File: src/rtl/fixed_point_accumulator.sv
// Guard-extended accumulator: bias + NUM_TERMS signed products -> one saturated result.
// Optional FIXED_ACC_RELU_EN clamps negative results to zero after saturation.
module fixed_point_accumulator #(
    parameter int SIZE      = 32,
    parameter int INT_PART  = 15,
    parameter int NUM_TERMS = 4,
    parameter int GUARD     = 8
) (
    input  logic            clk,
    input  logic            rst,
    input  logic            valid_in,
    input  logic [SIZE-1:0] IN,
    input  logic [SIZE-1:0] BIAS,
    output logic            busy,
    output logic            valid_out,
    output logic [SIZE-1:0] OUT,
    output logic            sat_flag
);

    localparam int AW = SIZE + GUARD;
    localparam int CW = $clog2(NUM_TERMS);

    generate
        if (NUM_TERMS < 2 || INT_PART > SIZE - 1 || NUM_TERMS + 1 >= 2 ** GUARD) begin : g_bad_cfg
            $error("fixed_point_accumulator: unsupported parameter set");
        end
    endgenerate

    logic [CW-1:0]   r_count;
    logic [AW-1:0]   r_acc;
    logic [SIZE-1:0] r_out;
    logic            r_valid;
    logic            r_busy;
    logic            r_sat;

    logic [AW-1:0]   w_in_ext;
    logic [AW-1:0]   w_bias_ext;
    logic [AW-1:0]   w_base;
    logic [AW-1:0]   w_sum;
    logic [GUARD:0]  w_hi;
    logic            w_first;
    logic            w_last;
    logic            w_ovf;
    logic [SIZE-1:0] w_sat;
    logic [SIZE-1:0] w_res;

    assign w_in_ext   = {{GUARD{IN[SIZE-1]}}, IN};
    assign w_bias_ext = {{GUARD{BIAS[SIZE-1]}}, BIAS};
    assign w_first    = (r_count == '0);
    assign w_last     = (r_count == CW'(NUM_TERMS - 1));
    assign w_base     = w_first ? w_bias_ext : r_acc;
    assign w_sum      = w_base + w_in_ext;

    // Result fits in SIZE bits only when the guard bits all copy the sign bit.
    assign w_hi  = w_sum[AW-1:SIZE-1];
    assign w_ovf = !((&w_hi) || !(|w_hi));

    always_comb begin
        w_sat = w_sum[SIZE-1:0];
        if (w_ovf) begin
            w_sat = w_sum[AW-1] ? {1'b1, {(SIZE-1){1'b0}}}
                                : {1'b0, {(SIZE-1){1'b1}}};
        end
    end

`ifdef FIXED_ACC_RELU_EN
    assign w_res = w_sat[SIZE-1] ? '0 : w_sat;
`else
    assign w_res = w_sat;
`endif

    always_ff @(posedge clk) begin
        if (rst) begin
            r_count <= '0;
            r_acc   <= '0;
            r_out   <= '0;
            r_valid <= 1'b0;
            r_busy  <= 1'b0;
            r_sat   <= 1'b0;
        end else begin
            r_valid <= 1'b0;
            if (valid_in) begin
                if (w_last) begin
                    r_out   <= w_res;
                    r_valid <= 1'b1;
                    r_sat   <= w_ovf;
                    r_acc   <= '0;
                    r_count <= '0;
                    r_busy  <= 1'b0;
                end else begin
                    r_acc   <= w_sum;
                    r_count <= r_count + CW'(1);
                    r_busy  <= 1'b1;
                end
            end
        end
    end

    assign busy      = r_busy;
    assign valid_out = r_valid;
    assign OUT       = r_out;
    assign sat_flag  = r_sat;

endmodule

File: config.mk
export PLATFORM = sky130hd
export DESIGN_NAME = fixed_point_accumulator
export DESIGN_NICKNAME = d
export VERILOG_FILES = /design/src/rtl/fixed_point_accumulator.sv
export SDC_FILE = /design/constraint.sdc
export NUM_CORES = 1
export LEC_CHECK = 0
export BUFFER_PORTS_ARGS = -buffer_cell sky130_fd_sc_hd__buf_2
export CAP_MARGIN = 10
export CORE_ASPECT_RATIO = 1.5
export CORE_UTILIZATION = 55
export CTS_CLUSTER_DIAMETER = 120
export CTS_CLUSTER_SIZE = 10
export DETAILED_ROUTE_END_ITERATION = 12
export HOLD_SLACK_MARGIN = 0.06
export PLACE_DENSITY = 0.79
export SKIP_LAST_GASP = 1
export SYNTH_ARGS = -nofsm -noshare
export SYNTH_HDL_FRONTEND = slang
export SYNTH_SLANG_ARGS = --single-unit
File: constraint.sdc
create_clock -name clk -period 12.9 [get_ports clk]
set_clock_uncertainty 0.1 [all_clocks]
set_input_delay 1.29 -clock clk [delete_from_list [all_inputs] [get_ports clk]]
set_output_delay 1.29 -clock clk [all_outputs]
set_load 0.005 [all_outputs]
# == Word-level counts from Yosys, hierarchy flattened ==
# Index checks and enable logic that the tools add are counted.
# totals
register_bits,77
input_bits,67
wordCells,25
# op_classes
addsub,2
n_eq_ne,1
mux,7
bitwise,1
reduce_logical,8
# op_table
op,n
40-bit two-way mux,2
32-bit two-way mux,2
40-bit adder,1
9-bit AND reduction,1
9-bit OR reduction,1
2-bit by 1-bit adder with 2-bit output (second input constant),1
2-bit equality test (second input constant),1
1-bit logical NOT,2
2-bit logical NOT,1
1-bit two-way mux,2
2-bit two-way mux,1
2-bit AND reduction,1
2-bit OR reduction,1
1-bit logical OR,1
1-bit inverter,1

# == Logic depth before layout (Yosys ltp) ==
# Gate-level depths: netlist of the first run.
# logic_depth
word_depth,7
mapped_depth,19
depth_no_buf,16

# == Worst setup path before layout of the first run ==
# No wires, ideal clock.
# synth_timing
kind,input -> register
from,input port BIAS[0]
to,"register r_out[27], in the netlist OUT[27]"
t_arrival_ns,4.282
required_time_ns,12.668
setup_slack_ns,8.386
cell_stages,15
n_path_buf,1
cell_sequence,mux2_2 ha_1 inv_1 fa_1 nand2b_1 a21oi_2 o211ai_1 o21a_1 o31ai_4 a211oi_1 or4_1 a211o_1 o21ai_4 buf_6 o32ai_1
# synth_via
elab_chain_len,6
word_cells_on_any_way,8
classes_between,1 x add/sub; 3 x mux; 4 x reduce/logical
# synth_lines
item,line_no,source
"start, declared",13,"input logic [SIZE-1:0] BIAS,"
40-bit two-way mux *,51,assign w_base = w_first ? w_bias_ext : r_acc;
40-bit adder *,52,assign w_sum = w_base + w_in_ext;
9-bit OR reduction,56,assign w_ovf = !((&w_hi) || !(|w_hi));
1-bit logical NOT,56,
1-bit logical OR,56,
32-bit two-way mux *,60,if (w_ovf) begin
"end signal, assigned",84,r_out <= w_res;
"end, declared",31,logic [SIZE-1:0] r_out;
# Mark *: on every way between the ends. The rest lies on a longest branch, timed or not.
# A chain may end at the register's enable or synchronous reset.

# == Worst setup path in the final report of the first run ==
# layout_timing
from,register r_count[0]
to,"register r_out[30], in the netlist OUT[30]"
# layout_via
elab_chain_len,7
word_cells_on_any_way,11
classes_between,1 x add/sub; 1 x eq/ne; 3 x mux; 6 x reduce/logical
# layout_lines
item,line_no,source
"start, declared",29,logic [CW-1:0] r_count;
"start signal, assigned",92,r_count <= r_count + CW'(1);
2-bit logical NOT,49,assign w_first = (r_count == '0);
40-bit two-way mux,51,
40-bit adder,52,
9-bit OR reduction,56,
1-bit logical NOT,56,
1-bit logical OR,56,
32-bit two-way mux,60,
# Several ways; a longest one is shown, not always the timed one.

==> summary.txt, run 1 <==
Run status
  • Status: finished, final reports clean

Critical path
  • R2r worst-path depth: 16
  • Slowest-stage cell, CP: a41oi_2
  • Crit path capture type: register
  • FF-to-FF End: OUT[30]
  • CP max FO: 41
  • Crit path cell chain: inv_1, ha_2, buf_4, mux2_2, ha_1, and2_4, nand3_1, a2111oi_0, nor3_1, a2111o_1, a21oi_1, xnor2_1, nor3_2, a41oi_2, buf_4, o32ai_1
  • Startpoint Class: register
  • Critical Path Max Stage Delay: about 0.74 ns
  • Crit path kind: register to register
  • Cell mode on critical path: buf_4
  • CP endpoint: OUT[30]
  • Critical Path Start: r_count[0]
  • Crit path required time: roughly 13 ns
  • Worst EP arrival: roughly 5.4 ns
  • Reg-to-Reg Start: r_count[0]
  • R2R setup slack: about 7.6 ns

Logic synthesis
  • Post-synth EDFFs: 0
  • Number of distinct library cells after synthesis: 65
  • Seq cells post-synth: 77
  • Syn Inst Count: between 700 and 800
  • Yosys warns: 0
  • Post-synth ARST share: 0%
  • Mapped cell area: 5790 um2
  • Synth Net Count: 846
  • Sequential fraction of the synthesis area: 26.6%
  • Syn Area/Cell: 7.86 um2
  • Predominant post-synthesis flop cell: dfxtp_1

STA
  • Setup Viol. Count Final: 0
  • Slew margin rel.: between 20% and 30%
  • Period minus WS final: about 5.3 ns
  • Total negative setup slack: 0 ns
  • Final Worst Setup Slack: 7.55 ns
  • RSZ-0062 raised after global routing: false
  • Fin. Hold Viols: 0
  • Max Fclk: about 190 MHz
  • Final Cycle Share: 41.4%
  • Worst-Margin Slew: 1.07 ns
  • Pins over their slew limit: 0

Detailed routing
  • Met3 wire len: 762 um
  • Initial DRC count: around 360
  • DRT antenna net count: 0
  • Pre-antenna DRT Iters: 5
  • Via-per-instance ratio: slightly above 6
  • Routed WL per cell: about 17 um
  • Final wirelength: roughly 16 mm
  • DR WL met2: 8.12 mm
  • DRT met1 WL: 6.19 mm
  • Top Layer Used: met4
  • DRC viols: 0
  • Vias: 5731

CTS
  • H-tree depth: 3
  • CTS buffer count: 9
  • Max clock buf depth: 2
  • Clk Latency, worst-skew pair: 0.34 ns
  • Post-CTS setup buffers: 0
  • Resize count post-CTS: 0
  • Clock root buffer: clkbuf_16
  • Worst-path clk slew: 0.06 ns
  • CTS tree: built
  • # hold bufs at CTS: 0
  • # clock sinks: 77

Finish
  • Most frequent cells in the layout: nor2_1 (122), buf_2 (101), dfxtp_1 (77), nand2_1 (62), a21oi_1 (43)
  • Most common cell after layout, fill and taps aside: nor2_1
  • Fillcell total: 892
  • Storage cell area: between 1500 and 2000 um2
  • Multi-input gate area: 3940 um2
  • Antenna diode count: 0
  • Share of layout cells above drive strength 1: a little over a fifth
  • Syn-to-layout area delta: 13.7%
  • Nets: 910

GRT
  • Vias in the first global route: approximately 5700
  • First-pass GRT wire length: 25.5 mm
  • Initial antenna violation count: 0
  • Largest net degree at the start of global routing: about 110
  • Global route overflow: 0
  • GRT Total Usage: a little under 30%

Placed design
  • Port bufs: between 100 and 150
  • Detailed placement HPWL: 11.3 mm
  • Pre-CTS WS: approximately 7.4 ns
  • Routability Congestion: around 0.96

Pwr
  • P_int: 0.562 mW
  • Clock network power share: 28.0%
  • Comb power frac: about two fifths
  • Peak supply drop: 0.0755 mV
  • Part of the power in registers: 30.5%
  • Leak Pwr: 2.89 nW
  • Power density cells: 137 nW/um2
  • Switching Fraction: 37.6%
  • NetSw: ~0.34 mW

Floorplan
  • Initial core utilization: between 50% and 60%
  • Core Box Area: 10200 um2
  • Die Span Y: around 130 um
  • IO Pins: about 100
  • Die W: between 80 and 90 um
  • Die ar.: 10900 um2
  • Num rows: between 40 and 50

Run
  • Max-cap violation count: 0

Worst hold path
  • Hold Path Class: register to register
## cells by family after synthesis
kind of cell / share of synthesized area, %
and+or+nand+nor: 20.5
muxes: 6.38
adders and majority gates: 9.43
AOI/OAI and AO/OA: 26.6
DFF: 26.6
xor gates and xnor gates: 5.00
buffers and inverters: 5.43
## cell usage after synthesis, types with 6 or more instances
master	n	area share, %
a211oi_1	8	1.0
a21o_1	20	2.6
a21oi_1	43	3.7
a22oi_1	33	4.3
and2_1	8	0.87
clkbuf_1	42	2.7
dfxtp_1	77	27
ha_1	42	9.1
inv_1	23	1.5
mux2_2	31	6.0
nand2_1	62	4.0
nand3_1	7	0.61
nand4_1	15	1.6
nor2_1	123	8.0
nor3_1	14	1.2
o211ai_1	6	0.78
o21ai_0	26	2.2
o32ai_1	31	4.7
or3_1	7	0.76
xnor2_1	19	2.9
xor2_1	14	2.1
## worst max-delay path: cells and delay by family, from the launching register on
family | cells | cell delay, ns
adders and majority gates | 2 | 0.52
DFF | 1 | 0.33
buffers and inverters | 3 | 0.88
xor gates and xnor gates | 1 | 0.27
and+or+nand+nor | 4 | 0.62
muxes | 1 | 0.40
AOI/OAI and AO/OA | 5 | 2.05
## cell type report
| cell class | count | share of cell area, % |
|---|---|---|
| multi-input combinational | 583 | 59.9 |
| clock buffer | 10 | 3.48 |
| sequential | 77 | 23.4 |
| tap | 141 | 2.68 |
| inverter | 23 | 1.31 |
| clock inverter | 6 | 0.970 |
| timing repair buffer | 106 | 8.25 |
## per-stage QoR
step / hold slack, ns / util, % / area [um2] / total power, mW / cells
5_1_grt: 0.405 / 64.6 / 6580 / 0.950 / 946
4_1_cts: 0.362 / 64.6 / 6580 / 0.899 / 946
2_1_floorplan: 0.338 / - / 5790 / 0.558 / 736
3_3_place_gp: 0.347 / 61.7 / 6290 / 0.634 / 930
3_5_place_dp: 0.353 / 61.7 / 6290 / 0.646 / 930
6_report: 0.361 / 64.6 / 6580 / 0.901 / 946
## flip-flops by register name (all words and copies together) (netlist names)
| register | flops |
|---|---|
| valid_out | 1 |
| busy | 1 |
| r_count | 2 |
| r_acc | 40 |
| OUT | 32 |
| sat_flag | 1 |
## per-layer routing
layer  track usage [%]  vias up
met5                 0        -
met2              52.8      220
met1              31.6     2650
met3              4.26       53
met4              17.5        0
li1                  -     2808
## power by group through the flow
| stage | logic [mW] | registers, mW | clock network, mW |
|---|---|---|---|
| 2_1_floorplan | 0.281 | 0.277 | 0 |
| 3_3_place_gp | 0.356 | 0.278 | 0 |
| 3_5_place_dp | 0.366 | 0.280 | 0 |
| 4_1_cts | 0.369 | 0.275 | 0.255 |
| 5_1_grt | 0.408 | 0.278 | 0.264 |
| 6_report | 0.374 | 0.275 | 0.252 |
## worst min-delay path by stage
stage / from / to / slack, ns / depth (start not counted)
global route: r_acc[25] / r_acc[25] / 0.40 / 2
finish: r_acc[25] / r_acc[25] / 0.36 / 2
floorplan: r_acc[25] / r_acc[25] / 0.34 / 2
detailed placement: r_acc[25] / r_acc[25] / 0.35 / 2
global placement: r_acc[25] / r_acc[25] / 0.35 / 2
CTS: r_acc[25] / r_acc[25] / 0.36 / 2
Note: power is estimated with default switching activity, not from simulation.
==> run 2: changes to the inputs <==
--- a/config.mk
+++ b/config.mk
@@ -8,12 +8,12 @@
 export BUFFER_PORTS_ARGS = -buffer_cell sky130_fd_sc_hd__buf_2
 export CAP_MARGIN = 10
 export CORE_ASPECT_RATIO = 1.5
-export CORE_UTILIZATION = 55
+export CORE_UTILIZATION = 52
 export CTS_CLUSTER_DIAMETER = 120
 export CTS_CLUSTER_SIZE = 10
 export DETAILED_ROUTE_END_ITERATION = 12
 export HOLD_SLACK_MARGIN = 0.06
-export PLACE_DENSITY = 0.79
+export PLACE_DENSITY = 0.78
 export SKIP_LAST_GASP = 1
 export SYNTH_ARGS = -nofsm -noshare
 export SYNTH_HDL_FRONTEND = slang
==> constraint.sdc (replaced) <==
create_clock -name clk -period 4.45 [get_ports clk]
set_clock_uncertainty 0.1 [all_clocks]
set_input_delay 0.445 -clock clk [delete_from_list [all_inputs] [get_ports clk]]
set_output_delay 0.445 -clock clk [all_outputs]
set_load 0.005 [all_outputs]
==> run 2 against run 1 <==
Cell area rose by 11%. First-iteration DRC count fell by 5.5%. Worst hold slack got worse by 0.010 ns. Power rose to 3.2 times the previous value. Die area rose by 5.7%. Critical path depth rose by 1. Largest power group unchanged. Worst setup slack got worse by 7.4 ns.
==> summary.txt, run 2 (same netlist as run 1, synthesis figures left out) <==
CTS
  • Clk Latency, worst-skew pair: 0.34 ns
  • Clock root buffer: clkbuf_16
  • # clock sinks: between 70 and 80
  • Max clock buf depth: 2
  • Worst-path clk slew: 0.06 ns
  • CTS tree: built
  • H-tree depth: 3
  • CTS buffer count: 9

Critical path
  • Crit path capture type: register
  • Crit path kind: register to register
  • R2R setup slack: about 0.11 ns
  • Reg-to-Reg Start: r_count[1]
  • Crit path required time: 4.59 ns
  • CP endpoint: OUT[21]
  • R2r worst-path depth: 17
  • Startpoint Class: register
  • FF-to-FF End: OUT[21]
  • Critical Path Start: r_count[1]
  • CP max FO: 18
  • Worst EP arrival: 4.49 ns

STA
  • Setup Viol. Count Final: 0
  • Slew margin rel.: 38.8%
  • Final Cycle Share: a little over nine tenths
  • Worst-Margin Slew: around 0.92 ns
  • Final Worst Setup Slack: 0.106 ns
  • Period minus WS final: 4.34 ns
  • Total negative setup slack: 0 ns
  • Max Fclk: 230 MHz
  • Pins over their slew limit: 0
  • Fin. Hold Viols: 0

Finish
  • Nets: 938
  • Share of layout cells above drive strength 1: 28.6%
  • Most common cell after layout, fill and taps aside: nor2_1
  • Final Util: 68.2%
  • Most frequent cells in the layout: nor2_1 (121), buf_2 (101), dfxtp_1 (76), nand2_1 (61), a21oi_1 (37)
  • Max FFs per register: 40
  • Syn-to-layout area delta: 26.1%
  • Largest Register: r_acc
  • Antenna diode count: 0

Run
  • Max-cap violation count: 0

Detailed routing
  • Pre-antenna DRT Iters: 5
  • DRC viols: 0
  • DRT antenna net count: 0
  • Final wirelength: 17.6 mm
  • Routed WL per cell: roughly 18 um
  • Initial DRC count: between 300 and 400
  • Via-per-instance ratio: 6.07
  • Vias: 5927

Floorplan
  • Die Span Y: 131 um
  • Initial core utilization: between 50% and 60%
  • Die ar.: roughly 12000 um2
  • Die W: 88.1 um
  • IO Pins: 102
  • Num rows: 46
  • Core Box Area: 10700 um2

GRT
  • Initial antenna violation count: 0
  • Global route overflow: 0
  • Vias in the first global route: approximately 5700
  • Largest net degree at the start of global routing: 70
  • GRT Total Usage: 28.4%
  • First-pass GRT wire length: 26.2 mm

Worst hold path
  • Hold Path Class: input pin to register

Placed design
  • Routability Congestion: ~0.94
  • Port bufs: roughly 100
  • Detailed placement HPWL: 11.9 mm
  • Pre-CTS WS: 0.0114 ns

Pwr
  • Leak Pwr: 3.12 nW
  • Peak supply drop: 0.247 mV
  • Power density cells: roughly 400 nW/um2

Run status
  • Status: finished, final reports clean
-- run 2: cell types whose count changed in the layout (fill, tap and decap cells not counted), moves of 4 or more --
cell	before	now
a21oi_1	43	37
a21oi_2	1	7
buf_12	0	7
buf_4	5	20
clkbuf_16	9	13
ha_1	41	22
ha_2	1	9
ha_4	0	11
-- run 2: where the power goes --
part	total, mW	leakage (nW)	internal (mW)	switching, mW
Sequential	0.800	0.629	0.761	0.0383
Clock	0.785	0.147	0.491	0.294
Combinational	1.33	2.34	0.600	0.732
Total	2.92	3.12	1.85	1.06
-- run 2: final cells by class --
type,instances,area [um2]
Tap cell,144,180
Fill cell,875,3410
Clock buffer,12,236
Clock inverter,4,72.6
Timing Repair Buffer,134,935
Sequential cell,77,1540
Inverter,23,86.3
Multi-Input combinational cell,583,4240
-- run 2: worst min-delay path by stage --
stage,from,to,slack (ns),cells past startpoint
finish,valid_in,r_count[1],0.35,3
global route,valid_in,r_count[1],0.36,3
CTS,valid_in,r_count[1],0.34,3
detailed placement,r_acc[25],r_acc[25],0.36,2
global placement,r_acc[25],r_acc[25],0.35,2
floorplan,r_acc[25],r_acc[25],0.34,2
-- run 2: critical path, stage by stage (launching register included) --
cell	delay, ns
dfxtp_1	0.33
inv_1	0.11
ha_4	0.23
buf_12	0.13
buf_16	0.15
mux2_2	0.35
ha_1	0.31
nand4_1	0.16
or2_2	0.31
o211a_2	0.30
o211ai_1	0.36
xor2_1	0.31
nand4_1	0.21
nor3_4	0.28
a41oi_4	0.15
buf_12	0.16
clkbuf_16	0.17
o32ai_1	0.11
-- run 2: what timing repair did --
action | CTS | global route
hold buffers | 0 | 0
cloned | 1 | 4
gates resized for setup | 0 | 60
setup endpoints to repair | 3 | 32
pin swaps | 0 | 12
setup buffers | 0 | 9
-- run 2: through the flow --
| step | total power, mW | cells | hold slack, ns | instance area, um2 |
|---|---|---|---|---|
| 6_report | 2.92 | 977 | 0.351 | 7300 |
| 4_1_cts | 2.72 | 964 | 0.337 | 6790 |
| 3_5_place_dp | 1.92 | 947 | 0.362 | 6450 |
| 3_3_place_gp | 1.89 | 947 | 0.353 | 6450 |
| 5_1_grt | 3.07 | 977 | 0.363 | 7300 |
| 2_1_floorplan | 1.62 | 736 | 0.338 | 5790 |
-- run 2: per-layer routing --
metal / global-route usage [%] / share of wire [%] / wire length [um] / vias up
met3: 3.52 / 4.0 / 706 / 37
met4: 10.6 / 2.8 / 494 / 0
met5: 0 / 0 / 0 / -
li1: - / - / - / 2861
met1: 31.9 / 39 / 6890 / 2860
met2: 52.8 / 54 / 9470 / 169
